<file path="config.mk">
export PLATFORM = sky130hd
export DESIGN_NAME = count_updown_nbits
export DESIGN_NICKNAME = d
export VERILOG_FILES = /design/src/rtl/count_updown_nbits.sv
export SDC_FILE = /design/constraint.sdc
export NUM_CORES = 1
export LEC_CHECK = 0
export BUFFER_PORTS_ARGS = -buffer_cell sky130_fd_sc_hd__clkbuf_2
export CORE_UTILIZATION = 44
export CTS_CLUSTER_DIAMETER = 50
export DETAILED_ROUTE_END_ITERATION = 12
export PLACE_DENSITY = 0.73
export SLEW_MARGIN = 20
export SYNTH_ARGS = -nofsm -noshare
export SYNTH_HDL_FRONTEND = slang
export SYNTH_SLANG_ARGS = --single-unit
</file>
<file path="constraint.sdc">
create_clock -name clk -period 1.5 [get_ports clk]
set_clock_uncertainty 0.15 [all_clocks]
set_input_delay 0.3 -clock clk [delete_from_list [all_inputs] [get_ports clk]]
set_output_delay 0.3 -clock clk [all_outputs]
set_load 0.005 [all_outputs]
</file>
<file path="src/rtl/count_updown_nbits.sv">
// ---------------------------------------------------------------------------
// count_updown_nbits
//   Parametrised synchronous up/down counter with programmable terminal count,
//   count enable, direction control, parallel load, wrap or saturate mode and
//   a combinational terminal-count output for building synchronous chains.
//
// Parameters
//   WIDTH      counter width in bits (>= 2)
//   MAX_COUNT  terminal count, 1 .. 2**WIDTH-1
//   WRAP       1 = wrap around at the bounds, 0 = saturate at the bounds
//
// Ports
//   clk       in   1      clock, all state changes on the rising edge
//   clr       in   1      synchronous active-high clear (highest priority)
//   en        in   1      count enable
//   up        in   1      direction: 1 = increment, 0 = decrement
//   load      in   1      parallel load strobe (overrides en)
//   load_val  in   WIDTH  load value, clamped to MAX_COUNT
//   q         out  WIDTH  registered count
//   out       out  1      terminal count / carry, combinational
//   sat       out  1      registered, high while held at a bound (WRAP=0)
// ---------------------------------------------------------------------------
module count_updown_nbits #(
   parameter int WIDTH     = 7,
   parameter int MAX_COUNT = (1 << WIDTH) - 1,
   parameter bit WRAP      = 1'b1
) (
   input  logic             clk,
   input  logic             clr,
   input  logic             en,
   input  logic             up,
   input  logic             load,
   input  logic [WIDTH-1:0] load_val,
   output logic [WIDTH-1:0] q,
   output logic             out,
   output logic             sat
);

   localparam logic [WIDTH-1:0] MAX_Q = WIDTH'(MAX_COUNT);
   localparam logic [WIDTH-1:0] ONE_Q = WIDTH'(1);

   logic [WIDTH-1:0] r_q;
   logic             r_sat;

   logic [WIDTH-1:0] w_q_nxt;
   logic             w_sat_nxt;
   logic [WIDTH-1:0] w_load_q;
   logic             w_at_top;
   logic             w_at_bot;

   assign w_at_top = (r_q == MAX_Q);
   assign w_at_bot = (r_q == '0);

   // Out-of-range load values clamp so q never leaves 0..MAX_COUNT.
   assign w_load_q = (load_val > MAX_Q) ? MAX_Q : load_val;

   // Next-state selection: load > en > hold (clr is applied in the register).
   always_comb begin
      // NOTE: defaults first so every path assigns both outputs and no latch is inferred.
      w_q_nxt   = r_q;
      w_sat_nxt = r_sat;
      if (load) begin
         w_q_nxt   = w_load_q;
         w_sat_nxt = 1'b0;
      end else if (en) begin
         if (up) begin
            if (!w_at_top) begin
               w_q_nxt   = r_q + ONE_Q;
               w_sat_nxt = 1'b0;
            end else if (WRAP) begin
               w_q_nxt   = '0;
               w_sat_nxt = 1'b0;
            end else begin
               w_sat_nxt = 1'b1;
            end
         end else begin
            if (!w_at_bot) begin
               w_q_nxt   = r_q - ONE_Q;
               w_sat_nxt = 1'b0;
            end else if (WRAP) begin
               w_q_nxt   = MAX_Q;
               w_sat_nxt = 1'b0;
            end else begin
               w_sat_nxt = 1'b1;
            end
         end
      end
   end

   always_ff @(posedge clk) begin
      // NOTE: non-blocking assignments so every register samples pre-edge values.
      if (clr) begin
         r_q   <= '0;
         r_sat <= 1'b0;
      end else begin
         r_q   <= w_q_nxt;
         r_sat <= w_sat_nxt;
      end
   end

   // Terminal count is combinational so a downstream stage enabled by it
   // steps on the very same edge this stage wraps, keeping chains synchronous.
   assign out = en & ~clr & ((up & w_at_top) | (~up & w_at_bot));
   assign q   = r_q;
   assign sat = r_sat;

endmodule

</file>
==> summary.md, run 1 <==
| Metric | Value |
|---|---|
| Sequential share of the synthesized area | 20.6% |
| DPL Wire Length | 1710 um |
| YS warnings | 0 |
| Num CTS Buffers | 3 |
| Post-synthesis compound-gate area fraction | 24.0% |
| Std cell rows | 13 |
| H-tree depth | 1 |
| Post-synthesis mux area share | 2.94% |
| Largest family of logic cells by synthesized area | simple AND/OR/NAND/NOR gates |
| Kind of the worst endpoint | output port |
| Area share of fa/ha/maj cells after synthesis | 5.50% |
| Post-Syn Area | 682 sq um |
| # hold bufs at CTS | 0 |
| Seq cells post-synth | 7 |
| IO Port Bufs | 19 |
| Largest net degree at the start of global routing | 16 |
| Post-Place Cells | 148 |
| Post-synthesis simple-gate area fraction | 37.4% |
| Stage reached | 5_1_grt |
| Die W | 41.4 um |
| Effective utilization at floorplan | 49.9% |
| Outcome | aborted with a tool error |
| Io pins | 21 |
| Root buffer cell | clkbuf_4 |
| Syn avg cell area | 7.10 sq um |
| Clock Sinks | 7 |
| Error msg | [ERROR DPL-0038] Utilization greater than 100%, impossible to legalize |
| Clk buf depth | 2 |
| XOR/XNOR Fraction of Synth Area | 1.28% |
| Synth Net Count | 111 |
| GPL Wtd Cong | 0.936 |
| Synth cell types | 35 |
| Height of the chip | 41.4 um |
| End pin of the worst setup path after global-route repair | out |
| Synthesized instance count | 96 |
cell usage after synthesis:
cell type | n | area share (%)
a2111oi_2 | 1 | 2.2
a211o_1 | 1 | 1.3
a211oi_1 | 1 | 1.1
a21o_1 | 1 | 1.1
a21oi_1 | 10 | 7.3
a21oi_2 | 1 | 1.3
a221oi_1 | 1 | 1.3
and2_1 | 1 | 0.92
and3_1 | 1 | 0.92
and4_1 | 1 | 1.3
buf_2 | 3 | 2.2
buf_4 | 1 | 1.1
clkbuf_1 | 3 | 1.7
conb_1 | 1 | 0.55
dfxtp_1 | 7 | 21
ha_1 | 3 | 5.5
inv_1 | 5 | 2.8
mux2i_1 | 2 | 2.9
nand2_1 | 10 | 5.5
nand2b_1 | 4 | 3.7
nand3_1 | 3 | 2.2
nand3b_1 | 3 | 3.3
nand4_1 | 3 | 2.8
nor2_1 | 7 | 3.9
nor2b_1 | 5 | 4.6
nor3_1 | 4 | 2.9
nor4_4 | 1 | 3.1
nor4b_1 | 1 | 1.3
o21a_1 | 1 | 1.1
o21ai_0 | 4 | 2.9
o22ai_1 | 1 | 0.92
o31ai_1 | 2 | 2.2
o32ai_1 | 1 | 1.3
or4_1 | 1 | 1.1
xnor2_1 | 1 | 1.3
cell families after synthesis:
family | count (synthesis)
flip-flops | 7
AO/OA/AOI/OAI | 25
adder cells (fa/ha/maj) | 3
XOR/XNOR | 1
AND/OR/NAND/NOR | 45
other | 1
multiplexers | 2
buffers and inverters | 12
stage by stage:
| step | worst slack, ns | setup TNS [ns] | area (sq um) | utilization [%] | hold slack [ns] |
|---|---|---|---|---|---|
| floorplan | -0.0382 | -0.113 | 749 | - | 0.287 |
| global placement | -0.167 | -0.772 | 1030 | 75.6 | 0.372 |
| detailed placement | -0.180 | -0.909 | 1030 | 75.6 | 0.382 |
| CTS | -0.381 | -1.16 | 1250 | 91.5 | 0.0939 |
timing repair:
action / CTS
gates resized for setup: 27
setup buffers: 11
pin swaps: 26
endpoints found under the setup margin: 7
==> run 2: changes to the inputs <==
--- a/config.mk
+++ b/config.mk
@@ -6,10 +6,10 @@
 export NUM_CORES = 1
 export LEC_CHECK = 0
 export BUFFER_PORTS_ARGS = -buffer_cell sky130_fd_sc_hd__clkbuf_2
-export CORE_UTILIZATION = 44
-export CTS_CLUSTER_DIAMETER = 50
+export CORE_AREA = 2 2 63 65
 export DETAILED_ROUTE_END_ITERATION = 12
-export PLACE_DENSITY = 0.73
+export DIE_AREA = 0 0 65 67
+export PLACE_DENSITY_LB_ADDON = 0.15
 export SLEW_MARGIN = 20
 export SYNTH_ARGS = -nofsm -noshare
 export SYNTH_HDL_FRONTEND = slang
==> constraint.sdc (replaced) <==
create_clock -name clk -period 1.95 [get_ports clk]
set_clock_uncertainty 0.15 [all_clocks]
set_input_delay 0.39 -clock clk [delete_from_list [all_inputs] [get_ports clk]]
set_output_delay 0.39 -clock clk [all_outputs]
set_load 0.005 [all_outputs]
==> run 2 against run 1 <==
The flow now finishes without violations. Synthesized area stayed put. Synthesized cell count stayed put.
==> summary.md, run 2 <==
| Metric | Value |
|---|---|
| Io pins | 21 |
| # DRC | 0 |
| Syn avg cell area | 7.10 sq um |
| CP endpoint kind | output pin |
| Largest family of logic cells by synthesized area | simple AND/OR/NAND/NOR gates |
| Most frequent cells in the layout | clkbuf_2 (18), buf_4 (12), a21oi_1 (10), nand2_1 (10), nor2_1 (7) |
| Register Area | 153 sq um |
| VDD IR max | 0.000166 V |
| EDFF count, synth | 0 |
| YS warnings | 0 |
| Placed Area | 871 sq um |
| Crit path time final | 1.92 ns |
| Vias in the first global route | 795 |
| Post-place setup slack | 0.0746 ns |
| Layout area overhead | 45.0% |
| Non-filler cells, final | 172 |
| Synth cell count leaders | a21oi_1 (10), nand2_1 (10), dfxtp_1 (7), nor2_1 (7) |
| Clk buf depth | 2 |
| Fin area | 988 sq um |
| Final ANT Viol Nets | 0 |
| Post-route clock period utilization | 98.7% |
| Die ar. | 4360 sq um |
| RSZ-0062 raised after global routing | yes |
| Tot GR Track Use | 11.4% |
| CP Max Fanout | 5 |
| # hold bufs at CTS | 0 |
| Max Freq | 0.520 GHz |
| Commonest non-fill, non-tap cell in the layout | clkbuf_2 |
| Clock Sinks | 7 |
| CTS tree | built |
| Die W | 65 um |
| Effective utilization at floorplan | 18.9% |
| M2 GR Usage | 20.1% |
| Starting DRT DRC Count | 25 |
| Synth top area cells | dfxtp_1 (21%), a21oi_1 (7.3%), ha_1 (5.5%), nand2_1 (5.5%), nor2b_1 (4.6%) |
| Worst skew pair latency | 0.23 ns |
| Final hold viol count | 0 |
| Pwr dens | 596 nW/um^2 |
| Worst-path cell chain | ha_4 -> and3_4 -> nand4_1 -> a21oi_1 -> buf_2 |
| Post-synthesis simple-gate area fraction | 37.4% |
| Initial antenna violation count | 0 |
| Height of the chip | 67 um |
| CP arrival | 1.38 ns |
| Global route hottest layer | met2 |
| Maxcap violations | 0 |
| WP data required | 1.41 ns |
| Via count | 803 |
| GPL Wtd Cong | 0.761 |
| Root buffer cell | clkbuf_8 |
| Outcome | complete, no violations |
| Met3 GRT Util | 2.36% |
| Largest net degree at the start of global routing | 16 |
| Setup Total Neg Slack | 0 ns |
| Max Slew Vio Count | 0 |
| Num CTS Buffers | 3 |
| Clk slew on worst S/H paths | 0.04 ns |
| Seq cells post-synth | 7 |
| Setup CP Type | reg2out |
| WL per Instance | 12.9 um |
| H-tree depth | 1 |
| Final setup violating endpoints | 0 |
| Setup WS post-layout | 0.0263 ns |
| Total grt overflow | 0 |
| Share of cells above drive strength 1 | 38.7% |
| FILL cells | 422 |
| Post-synthesis compound-gate area fraction | 24.0% |
| Slowest CP cell | dfxtp_4 |
| ANT cells | 0 |
| IO Port Bufs | 19 |
| Std cell rows | 22 |
| Via/cell ratio | 4.67 |
| Power after layout | 589 uW |
| Max incr delay on CP | 0.37 ns |
| Cell type with the highest aggregate area in the netlist | dfxtp_1 |
| Sequential share of the synthesized area | 20.6% |
| Drt total wl | 2220 um |
| XOR/XNOR Fraction of Synth Area | 1.28% |
| Post-Syn Area | 682 sq um |
| Leak | 0.000422 uW |
| Met1 usage | 12.5% |
| Post-synthesis mux area share | 2.94% |
| Synth cell types | 35 |
| Nets | 140 |
| HP Class | in2reg |
| Top cell type's share of synthesized area | 20.6% |
| Critical path startpoint category | flip-flop |
| First-pass GRT wire length | 3630 um |
| Ys flop type | dfxtp_1 |
| Number of flip-flops in the largest register | 7 |
| Core Footprint | 3610 sq um |
| DRT Pass-1 Iters | 4 |
| Area share of fa/ha/maj cells after synthesis | 5.50% |
| Synthesized instance count | 96 |
| Post-Place Cells | 165 |
| Synth Net Count | 111 |
| Area of the multi-input gates | 527 sq um |
| Async SR Flop Fraction | 0% |
| DPL Wire Length | 1630 um |
run 2: cell counts after synthesis:
No cell type changed its count.
run 2: kinds of logic after synthesis:
family	after synthesis
xor gates and xnor gates	1
muxes	2
DFF	7
adders and majority gates	3
other	1
buffers and inverters	12
and+or+nand+nor	45
AOI/OAI and AO/OA	25
run 2: per-layer routing:
layer  vias to the layer above  part of all wire [%]
li1                        396                     -
met1                       386                    46
met5                         -                     0
met3                         5                   2.8
met2                        16                    49
met4                         0                   2.3
run 2: layout make-up:
cell class	instances	share of cell area [%]
Clock buffer	4	4.56
Sequential cell	7	15.4
Tap cell	48	6.08
Inverter	5	1.90
Multi-Input combinational cell	77	53.3
Timing Repair Buffer	31	18.7
run 2: report_power, final:
group / leakage, uW / internal [uW] / switching, uW / total, uW
combinational: 0.000339 / 96.9 / 90.9 / 188
sequential: 0.0000605 / 157 / 27.3 / 184
clock: 0.0000228 / 142 / 74.3 / 217
total: 0.000422 / 396 / 192 / 589
run 2: path summary, 6_finish.rpt:
check                           slack [ns]         from  endpoint  depth (start not counted)
worst max-delay path                  0.03         q[0]       out                          5
worst max register to register        0.17         q[1]      q[5]                          6
worst min-delay path                  0.24  load_val[1]      q[1]                          3
worst min register to register        0.49         q[5]      q[5]                          2
run 2: worst max-delay path, delay by kind of cell (launching register included):
kind | cells | cell delay, ns
AOI/OAI and AO/OA | 1 | 0.18
adders and majority gates | 1 | 0.13
buffers and inverters | 1 | 0.12
DFF | 1 | 0.37
and+or+nand+nor | 2 | 0.34
run 2: timing repair:
item,CTS,global route
pin swaps,4,2
buffers inserted,3,0
cloned,0,0
setup endpoints to repair,1,1
resized for setup,15,2
run 2: stage by stage:
stage               hold slack [ns]  util [%]
detailed placement            0.428      24.1
global placement              0.420      24.1
CTS                           0.248      27.3
floorplan                     0.379         -
global route                  0.260      27.4
finish                        0.239      27.4
(Power assumes the default switching activity.)
==> run 3: changes to the inputs <==
==> constraint.sdc (replaced) <==
create_clock -name clk -period 1.9 [get_ports clk]
set_clock_uncertainty 0.15 [all_clocks]
set_input_delay 0.38 -clock clk [delete_from_list [all_inputs] [get_ports clk]]
set_output_delay 0.38 -clock clk [all_outputs]
set_load 0.005 [all_outputs]
==> run 3 against run 2 <==
The run now ends with negative setup slack left. Worst setup slack worse by 0.034 ns. Non-clock buffer count is 7 higher. Critical path depth is 1 higher. Design area is 8.5% higher. Hold slack worse by 0.023 ns. Register-to-register slack worse by 0.08 ns. Die area stayed put. First-iteration DRC count is 8.0% higher. Count of clock-buffer cells in the layout stayed put. Global-route usage is 0.49 points higher. Power is 9.2% higher. Largest cell class unchanged. Largest power group unchanged.
==> summary.md, run 3 (same netlist as run 2, synthesis figures left out) <==
| Metric | Value |
|---|---|
| Outcome | finished, violations left |
| Failing checks | negative setup slack |
| Effective utilization at floorplan | 18.9% |
| H-tree depth | 1 |
| Clock Sinks | 7 |
| Io pins | 21 |
| Starting DRT DRC Count | 27 |
| Via/cell ratio | 4.74 |
| Clk network pwr share | 36.0% |
| Drt total wl | 2390 um |
| First-pass GRT wire length | 3860 um |
| Total grt overflow | 0 |
| # hold bufs at CTS | 0 |
| Final hold viol count | 0 |
| Sw Ratio | 33.8% |
| Nets | 147 |
| Pwr dens | 600 nW/um^2 |
| Share of cells above drive strength 1 | 46.6% |
| Vias in the first global route | 831 |
| Layout area overhead | 57.2% |
| Std cell rows | 22 |
| Worst Hold End | q[1] |
| Height of the chip | 67 um |
| Worst skew pair latency | 0.24 ns |
| CP endpoint kind | output pin |
| CP Max Fanout | 3 |
| IO Port Bufs | 19 |
| Max Freq | 0.524 GHz |
| Post-place setup slack | 0.0628 ns |
| Die ar. | 4360 sq um |
| Clk buf depth | 2 |
| Sequential power share | 29.2% |
| Largest net degree at the start of global routing | 16 |
| HP Start | load_val[1] |
| GPL Wtd Cong | 0.811 |
| Number of flip-flops in the largest register | 7 |
| Root buffer cell | clkbuf_8 |
| # DRC | 0 |
| VDD IR max | 0.000146 V |
| WL per Instance | 13.3 um |
| Hold_ws | 0.216 ns |
| Final ANT Viol Nets | 0 |
| Die W | 65 um |
| Max Slew Vio Count | 0 |
| Tot GR Track Use | 11.9% |
| Via count | 849 |
| Fin area | 1070 sq um |
| Hold depth | 3 |
| Utilization after layout | 29.7% |
| RSZ-0062 raised after global routing | yes |
| Worst R2R Setup Slack | 0.09 ns |
| ANT cells | 0 |
| Reg2Reg Depth | 6 |
| HP Class | in2reg |
| Crit path time final | 1.91 ns |
| Pint | 426 uW |
| Initial antenna violation count | 0 |
| DRT Pass-1 Iters | 4 |
| Post-route clock period utilization | 100% |
| Critical path startpoint category | flip-flop |
| Setup WS post-layout | -0.00802 ns |
| Placed Area | 886 sq um |
| Clk slew on worst S/H paths | 0.05 ns |
| Power after layout | 643 uW |
| Maxcap violations | 0 |
| Num CTS Buffers | 3 |
| CP arrival | 1.38 ns |
| Sw Pwr | 217 uW |
| WP data required | 1.37 ns |
| DPL Wire Length | 1750 um |
| CTS tree | built |
| Core Footprint | 3610 sq um |
| Most frequent cells in the layout | clkbuf_2 (19), buf_4 (19), nand2_1 (10), a21oi_1 (9), nor2_1 (7) |
| Combinational share of power | 34.8% |
| R2R Path End | q[6] |
| RR Startpoint | q[3] |
| Leak | 0.000460 uW |
| Final setup violating endpoints | 1 |
| Setup CP Type | reg2out |
==> run 3: cell types whose count changed in the layout (fill, tap and decap cells not counted), sizes merged <==
cell | before | now
clkbuf | 22 | 23
buf | 13 | 19
==> run 3: how the worst max path moves through the flow <==
| stage | from | end | slack (ns) | cells past startpoint |
|---|---|---|---|---|
| after floorplan | q[1] | out | 0.24 | 4 |
| after global placement | q[0] | out | 0.09 | 6 |
| after detailed placement | q[0] | out | 0.06 | 6 |
| after CTS | q[0] | out | 0.0003 | 5 |
| after global routing | q[0] | out | -0.07 | 6 |
| final | q[1] | out | -0.008 | 6 |
==> run 3: worst max-delay path: stages, from the launching register on <==
cell,delay [ns]
dfxtp_4,0.36
inv_2,0.08
ha_4,0.14
nor2b_4,0.14
nand3b_1,0.15
a21oi_2,0.16
clkbuf_2,0.12
==> run 3: cell type report <==
type | count | area [sq um]
Multi-Input combinational cell | 77 | 556
Clock buffer | 4 | 45.0
Inverter | 5 | 18.8
Sequential cell | 7 | 155
Tap cell | 48 | 60.1
Timing Repair Buffer | 38 | 238
Fill cell | 398 | 2530
==> run 3: what timing repair did <==
| item | in CTS | in global routing |
|---|---|---|
| setup buffers | 9 | 0 |
| resized for setup | 15 | 8 |
| endpoints found under the setup margin | 1 | 3 |
| pin swaps | 5 | 4 |
| gates cloned | 0 | 0 |
==> run 3: routing by layer <==
layer / GRT usage (%) / share of wire, % / up-vias / routed length (um)
li1: - / - / 414 / -
met3: 1.18 / 4.4 / 5 / 105
met2: 20.4 / 52 / 23 / 1240
met1: 14.3 / 41 / 407 / 985
met5: 0 / 0 / - / 0
met4: 7.18 / 2.5 / 0 / 59
==> run 3: stage by stage <==
stage / cells / TNS (ns)
after global placement: 167 / 0
after global routing: 179 / -0.0868
after CTS: 179 / 0
after floorplan: 96 / 0
after detailed placement: 167 / 0
final: 179 / -0.00802
==> run 3: power by group through the flow <==
stage | clock network, uW | registers, uW | logic (uW)
after floorplan | 0 | 181 | 112
after global placement | 0 | 187 | 184
after detailed placement | 0 | 187 | 181
after CTS | 238 | 186 | 214
after global routing | 243 | 191 | 248
final | 232 | 188 | 224
==> run 4: changes to the inputs <==
--- a/config.mk
+++ b/config.mk
@@ -6,6 +6,7 @@
 export NUM_CORES = 1
 export LEC_CHECK = 0
 export BUFFER_PORTS_ARGS = -buffer_cell sky130_fd_sc_hd__clkbuf_2
+export CAP_MARGIN = 20
 export CORE_AREA = 2 2 63 65
 export DETAILED_ROUTE_END_ITERATION = 12
 export DIE_AREA = 0 0 65 67
==> constraint.sdc (replaced) <==
create_clock -name clk -period 2.3 [get_ports clk]
set_clock_uncertainty 0.15 [all_clocks]
set_input_delay 0.46 -clock clk [delete_from_list [all_inputs] [get_ports clk]]
set_output_delay 0.46 -clock clk [all_outputs]
set_load 0.005 [all_outputs]
==> run 4 against run 3 <==
The run now ends clean. Routed wire length shrank 12%. First-iteration DRC count grew 22%. Worst setup slack better by 0.10 ns. Sequential power down 15%. Utilization down 6.2 points. Die area unchanged. Combinational power decreased by 46%. Power down 27%. Non-clock buffer count is 19 lower. Critical path type unchanged. Largest power group unchanged. Highest routed layer unchanged.
==> summary.md, run 4 (same netlist as run 2, synthesis figures left out) <==
| Metric | Value |
|---|---|
| Post-place setup slack | 0.324 ns |
| Final ANT Viol Nets | 0 |
| CP Max Fanout | 13 |
| Largest net degree at the start of global routing | 16 |
| Std cell rows | 22 |
| Die W | 65 um |
| Clk buf depth | 2 |
| Pint | 310 uW |
| Sw Ratio | 33.7% |
| Total grt overflow | 0 |
| IO Port Bufs | 19 |
| DPL Wire Length | 1550 um |
| Post-route clock period utilization | 95.9% |
| FILL cells | 416 |
| Via/cell ratio | 4.63 |
| Critical path startpoint category | flip-flop |
| Number of flip-flops in the largest register | 7 |
| Post-Place Cells | 156 |
| Hold_ws | 0.303 ns |
| Sw Pwr | 158 uW |
| Outcome | complete, no violations |
| Most frequent cells in the layout | clkbuf_2 (19), a21oi_1 (10), nand2_1 (10), nor2_1 (7), dfxtp_1 (6) |
| WP data required | 1.69 ns |
| Power after layout | 468 uW |
| Commonest non-fill, non-tap cell in the layout | clkbuf_2 |
| Height of the chip | 67 um |
| CTS tree | built |
| Sequential power share | 34.1% |
| Drt total wl | 2100 um |
| HP Class | in2reg |
| Headroom to the max-slew limit | 64.4% |
| Pwr dens | 551 nW/um^2 |
| Combinational share of power | 25.8% |
| First-pass GRT wire length | 3510 um |
| Clk slew on worst S/H paths | 0.05 ns |
| Starting DRT DRC Count | 33 |
| Area of the multi-input gates | 489 sq um |
| Share of cells above drive strength 1 | 23.2% |
| Setup CP Type | reg2out |
| Vias in the first global route | 705 |
| Non-filler cells, final | 160 |
| VDD IR max | 0.000103 V |
| CP endpoint kind | output pin |
| RR Startpoint | q[0] |
| Final hold viol count | 0 |
| Layout area overhead | 24.6% |
| Setup Total Neg Slack | 0 ns |
| # DRC | 0 |
| Effective utilization at floorplan | 18.9% |
| CP arrival | 1.60 ns |
| HP Start | load_val[1] |
| Crit path time final | 2.21 ns |
| Io pins | 21 |
| Num CTS Buffers | 3 |
| Clock Sinks | 7 |
| DRT Pass-1 Iters | 4 |
| Worst skew pair latency | 0.24 ns |
| Setup crit start | q[3] |
| ANT cells | 0 |
| # hold bufs at CTS | 0 |
| Via count | 741 |
| Max Freq | 0.453 GHz |
| Leak | 0.000356 uW |
| Least-Margin Pin Slew | 0.533 ns |
| Final setup violating endpoints | 0 |
| Register Area | 141 sq um |
| Nets | 128 |
| Initial antenna violation count | 0 |
| RSZ-0062 raised after global routing | no |
| GPL Wtd Cong | 0.775 |
| Tot GR Track Use | 10.9% |
| Core Footprint | 3610 sq um |
| H-tree depth | 1 |
| Maxcap violations | 0 |
| Clk network pwr share | 40.1% |
| Setup WS post-layout | 0.0945 ns |
| Root buffer cell | clkbuf_8 |
| Max Slew Vio Count | 0 |
| Die ar. | 4360 sq um |
| WL per Instance | 13.1 um |
[run 4: changes by cell type in the layout (fill, tap and decap cells not counted), sizes merged]
cell  delta
buf     -19
[run 4: per-stage QoR]
| stage | util (%) | area, sq um |
|---|---|---|
| final | 23.6 | 850 |
| after global routing | 23.6 | 850 |
| after CTS | 23.5 | 848 |
| after detailed placement | 22.3 | 803 |
| after global placement | 22.3 | 803 |
| after floorplan | - | 682 |
[run 4: critical path: stages (launching register included)]
cell	delay [ns]
dfxtp_1	0.65
and2_1	0.23
nand4_1	0.16
a21oi_1	0.19
clkbuf_2	0.13
[run 4: repair_timing]
item	CTS	global route
gates resized for setup	0	1
endpoints found under the setup margin	0	1
setup buffers	0	0
endpoints found under the hold margin	0	0
[run 4: layout make-up]
cell class	count	area share, %
multi-input cells	77	57.6
flip-flops and latches	7	16.6
repair buffers	19	11.2
well taps	48	7.07
clock buffers	4	5.30
inverters	5	2.21
[run 4: power groups by stage]
| stage | logic [uW] | registers, uW | clock network (uW) |
|---|---|---|---|
| 4_1_cts | 122 | 159 | 194 |
| 6_report | 121 | 160 | 188 |
| 5_1_grt | 137 | 163 | 201 |
| 3_5_place_dp | 122 | 162 | 0 |
| 3_3_place_gp | 124 | 161 | 0 |
| 2_1_floorplan | 92.3 | 150 | 0 |
[run 4: final timing paths]
check / to / slack [ns] / cells after the start
worst max-delay path: out / 0.09 / 4
worst max register to register: q[4] / 0.44 / 7
worst min register to register: q[0] / 0.47 / 3
worst min-delay path: q[1] / 0.30 / 3
[run 4: routing by layer]
metal	vias up	global-route usage [%]	share of wire (%)
li1	372	-	-
met1	344	14.0	47
met2	20	16.5	45
met3	5	2.03	4.4
met4	0	7.18	2.8
met5	-	0	0
